## src/rtl/serv_mac_seq.sv

```systemverilog
// serv_mac_seq: sequencer for the bit-serial ALU two-pass multiply-accumulate.
// Flow: IDLE -> SETUP1 -> PASS1 -> SETUP2 -> PASS2 -> DONE -> IDLE.
// SETUP cycles leave the ALU disabled so it preloads its carry from o_alu_sub.
// Optional feature macro: SERV_MAC_ABORT_EN adds i_abort. The run is cancelled
// from SETUP1 through PASS2 and the sequencer returns to IDLE without a done pulse.
module serv_mac_seq #(
   parameter int W    = 1,
   parameter int XLEN = 32
) (
   input  logic       clk,
   input  logic       i_rst_n,
   input  logic       i_mac_valid,
   output logic       o_mac_ready,
   input  logic       i_mac_sub,
   input  logic       i_stall,
`ifdef SERV_MAC_ABORT_EN
   input  logic       i_abort,
`endif
   output logic       o_alu_en,
   output logic       o_alu_cnt0,
   output logic       o_alu_sub,
   output logic [2:0] o_alu_rd_sel,
   output logic       o_alu_mac_step2,
   output logic       o_buf_we,
   output logic       o_rd_we,
   output logic       o_busy,
   output logic       o_done
);

   localparam int PLEN = XLEN / W;
   localparam int CW   = (PLEN > 1) ? $clog2(PLEN) : 1;

   typedef enum logic [2:0] {
      S_IDLE, S_SETUP1, S_PASS1, S_SETUP2, S_PASS2, S_DONE
   } state_t;

   state_t         state, state_nxt;
   logic [CW-1:0]  cnt;
   logic           sub_r;
   logic           in_pass, last, run, abort;

   assign in_pass = (state == S_PASS1) || (state == S_PASS2);
   assign last    = (cnt == CW'(PLEN - 1));

`ifdef SERV_MAC_ABORT_EN
   // Abort only matters while an op is in flight; IDLE and DONE ignore it.
   assign abort = i_abort && (state != S_IDLE) && (state != S_DONE);
`else
   assign abort = 1'b0;
`endif

   // A pass cycle advances only when not stalled and not aborted.
   assign run = in_pass && !i_stall && !abort;

   // State register and latched subtract mode.
   always_ff @(posedge clk or negedge i_rst_n) begin
      if (!i_rst_n) begin
         state <= S_IDLE;
         sub_r <= 1'b0;
      end else begin
         state <= state_nxt;
         if (state == S_IDLE && i_mac_valid)
            sub_r <= i_mac_sub;
      end
   end

   // Bit counter: held at zero outside the passes so each pass starts from 0.
   always_ff @(posedge clk or negedge i_rst_n) begin
      if (!i_rst_n)
         cnt <= '0;
      else if (!in_pass)
         cnt <= '0;
      else if (run)
         cnt <= last ? '0 : cnt + 1'b1;
   end

   // Next-state logic; abort wins over stall.
   always_comb begin
      state_nxt = state;
      case (state)
         S_IDLE:   if (i_mac_valid) state_nxt = S_SETUP1;
         S_SETUP1: if (abort) state_nxt = S_IDLE;
                   else if (!i_stall) state_nxt = S_PASS1;
         S_PASS1:  if (abort) state_nxt = S_IDLE;
                   else if (run && last) state_nxt = S_SETUP2;
         S_SETUP2: if (abort) state_nxt = S_IDLE;
                   else if (!i_stall) state_nxt = S_PASS2;
         S_PASS2:  if (abort) state_nxt = S_IDLE;
                   else if (run && last) state_nxt = S_DONE;
         S_DONE:   state_nxt = S_IDLE;
         default:  state_nxt = S_IDLE;
      endcase
   end

   // Output decode from state/count; i_mac_valid never reaches the ALU controls.
   always_comb begin
      o_mac_ready     = (state == S_IDLE);
      o_busy          = (state != S_IDLE);
      o_done          = (state == S_DONE);
      o_alu_en        = run;
      o_alu_cnt0      = in_pass && (cnt == '0) && !i_stall;
      o_alu_sub       = ((state == S_SETUP2) || (state == S_PASS2)) && sub_r;
      o_alu_rd_sel    = in_pass ? 3'b001 : 3'b000;
      o_alu_mac_step2 = (state == S_PASS2);
      o_buf_we        = run && (state == S_PASS1);
      o_rd_we         = run && (state == S_PASS2);
   end

endmodule

```

## config.mk

```make
export PLATFORM = sky130hd
export DESIGN_NAME = serv_mac_seq
export DESIGN_NICKNAME = d
export VERILOG_FILES = /design/src/rtl/serv_mac_seq.sv
export SDC_FILE = /design/constraint.sdc
export NUM_CORES = 1
export LEC_CHECK = 0
export BUFFER_PORTS_ARGS = -buffer_cell sky130_fd_sc_hd__clkbuf_2
export CELL_PAD_IN_SITES_DETAIL_PLACEMENT = 0
export CELL_PAD_IN_SITES_GLOBAL_PLACEMENT = 1
export CORE_MARGIN = 1.5
export CORE_UTILIZATION = 37
export DETAILED_ROUTE_END_ITERATION = 8
export PLACE_DENSITY = 0.79
export SYNTH_ARGS = -nofsm -noshare
export SYNTH_HDL_FRONTEND = slang
export SYNTH_SLANG_ARGS = --single-unit
```

## constraint.sdc

```tcl
create_clock -name clk -period 1.9 [get_ports clk]
set_input_delay 0.38 -clock clk [delete_from_list [all_inputs] [get_ports clk]]
set_output_delay 0.38 -clock clk [all_outputs]
set_load 0.1 [all_outputs]
```

==> impl_metrics.yaml <==
routing:
  vias_per_cell: 5.21
  detail-route-antenna-nets: 0
  first_pass_iters: 6
  wl_met1_um: 589
  drc: 0
  vias: 557
  detail_route.iter0.violations: 8
  wl_met2_um: 765
  dr_wl_met3_um: 65
  dr.max_layer_used: "met4"
  finalWirelength_um: 1430
  post_drt_wl_per_cell_um: 13.4
sta:
  clock-skew-final_ns: 0.00306
  tns_ns: -0.126
  period_minus_slack_ns: 2.03
  fin_hold_ws_ns: 0.335
  timing.final.crit_share_pct: 107
  hold_violations: 0
  max_freq_ghz: 0.494
  rsz0062_at_grt: "true"
  layout_setup_ws_ns: -0.126
  setup_violations: 1
  slew_violations: 0
global_route:
  grt_pass1_vias: 523
  grt_max_degree: 18
  overflow: 0
  grt_usage_pct: 16.1
  grt_pass1_wl_um: 2200
  antenna_found_initial: 0
min_path:
  worstHoldPathType: "primary input to flip-flop"
die:
  core_um2: 1560
  die_w_um: 44.4
  rows: 14
  start_util_pct: 40.7
  ios: 17
  die_h_um: 44.4
  die-area_um2: 1970
cells_and_area:
  drive_gt1_share_pct: 49.5
  area_growth_pct: 57.8
  nFillCells: 132
  fin_nets: 100
  insertedDiodeCount: 0
  instances_no_fill: 107
clocking:
  cts_buffers: 3
  clkTransAtPathRegs_ns: 0.06
  worstSkewPairLatency_ns: 0.27
  clock-sinks: 9
  tritoncts: "yes"
  root_buffer: "clkbuf_4"
  cts_buffer_depth: 2
  htree_levels: 1
synth:
  synth_compound_area_share_pct: 12.8
  synth_xor_area_share_pct: 0
  ys_types: 30
  yosys_warnings: 0
  ys_ff_latch: 9
  synthCells: 67
  syn_area_um2: 634
  synth_simple_gate_area_share_pct: 31.2
  synth_top_area_share_pct: 35.5
  synth_fa_ha_area_share_pct: 5.92
  synth_top_family_by_area: "simple AND/OR/NAND/NOR gates"
  yosysSeqAreaShare_pct: 35.5
  syn_area_per_cell_um2: 9.47
  yosysTopAreaCell: "dfrtp_1"
  muxShareOfSynthArea_pct: 4.93
  ys_top_cells_by_area: "dfrtp_1, ha_1, nor2_1"
critical_path:
  start_kind: "flip-flop"
  arrival_ns: 1.65
  cp_max_fo: 2
  worstPathRequired_ns: 1.52
  cp-end-kind: "primary output"
  path_class: "flip-flop to primary output"
placement:
  gp_congestion: 0.797
  dp_hpwl_um: 1010
  portBuffers: 14
  dp_cells: 96
run:
  drv_cap: 0
status:
  status: "finished, violations left"
  violations: "negative setup slack"
==> sequential cells by signal, summed over array words and instances, names as in the netlist <==
signal  count
state       3
sub_r       1
cnt         5
==> worst paths after layout <==
check,from,slack (ns),to,cells after the start
min in group asynchronous,i_rst_n,0.50,cnt[1],2
max reg2reg,cnt[0],0.10,cnt[3],6
max in group asynchronous,i_rst_n,1.19,state[0],2
min reg2reg,sub_r,0.51,sub_r,1
min,i_mac_sub,0.34,sub_r,2
max,cnt[0],-0.13,o_alu_cnt0,5
==> cell usage after synthesis <==
library cell	count
mux2_1	1
nor3_1	3
a21o_4	1
nand2b_4	2
conb_1	1
mux2i_1	2
nor3_4	1
or3_1	1
nand3_1	1
dfrtp_1	9
nand3b_1	2
buf_2	1
nand2b_1	2
buf_4	3
and2_1	1
a31oi_1	1
and3_1	1
inv_1	5
a21oi_1	4
a21o_1	2
a22oi_1	2
nor2_1	8
o21ai_0	2
nor3b_2	1
buf_6	1
or4b_1	2
nor3_2	1
or4_1	1
ha_1	3
nand2_1	2
==> routing by layer <==
layer / vias up / track usage (%)
met5: - / 0
met4: 0 / 5.45
met3: 2 / 7.35
met2: 16 / 28.2
met1: 258 / 16.8
li1: 281 / -
==> what timing repair did <==
item	4_1_cts	5_1_grt
pin swaps	2	3
endpoints found under the setup margin	4	7
hold endpoints to repair	9	0
hold buffers	1	0
gates resized for setup	4	6
buffers inserted	2	5
==> layout make-up <==
type                       count  area, um2  share of cell area (%)
multi-input combinational     49        423                    42.3
tap                           16       20.0                    2.00
sequential                     9        228                    22.7
inverter                       5       18.8                    1.88
timing repair buffer          24        285                    28.5
clock buffer                   4       26.3                    2.63
==> placed cells by master (no fill, tap or decap), types with 2 or more instances in the layout <==
cell type	instances
a22oi_1	2
a21oi_1	4
conb_1	2
nor2_1	5
inv_1	5
mux2i_1	2
buf_12	9
nor3_4	2
ha_4	2
buf_4	9
nand2_1	2
nor3_2	2
dfrtp_1	7
nand2b_4	2
nand2b_1	2
clkbuf_2	4
nor2_2	2
clkbuf_4	4
nand3b_1	2
o21ai_0	2
dfrtp_2	2
a21o_1	2
==> worst max-delay path: stages, from the launching register on <==
cell and delay [ns]:
dfrtp_1 0.38, inv_1 0.06, ha_1 0.12, or4b_4 0.46
nor3_4 0.16, buf_12 0.20
==> cells by family (layout without fill, tap and decap cells) <==
kind of cell | count (synthesis) | in the layout
compound gates | 12 | 12
mux | 3 | 3
fa+ha+maj | 3 | 3
simple gates | 29 | 29
flops | 9 | 9
other cells | 1 | 2
buf+inv | 10 | 33
==> per-stage QoR <==
step,setup WS [ns],util [%],area [um2]
6_report,-0.126,64.2,1000
3_3_place_gp,0.0977,56.3,877
3_5_place_dp,0.0617,56.3,877
5_1_grt,-0.212,64.2,1000
4_1_cts,-0.194,60.2,938
2_1_floorplan,-0.503,-,668
Power is not shown: default switching activity piles up to over one toggle a cycle in this logic, so the estimate is an artifact.
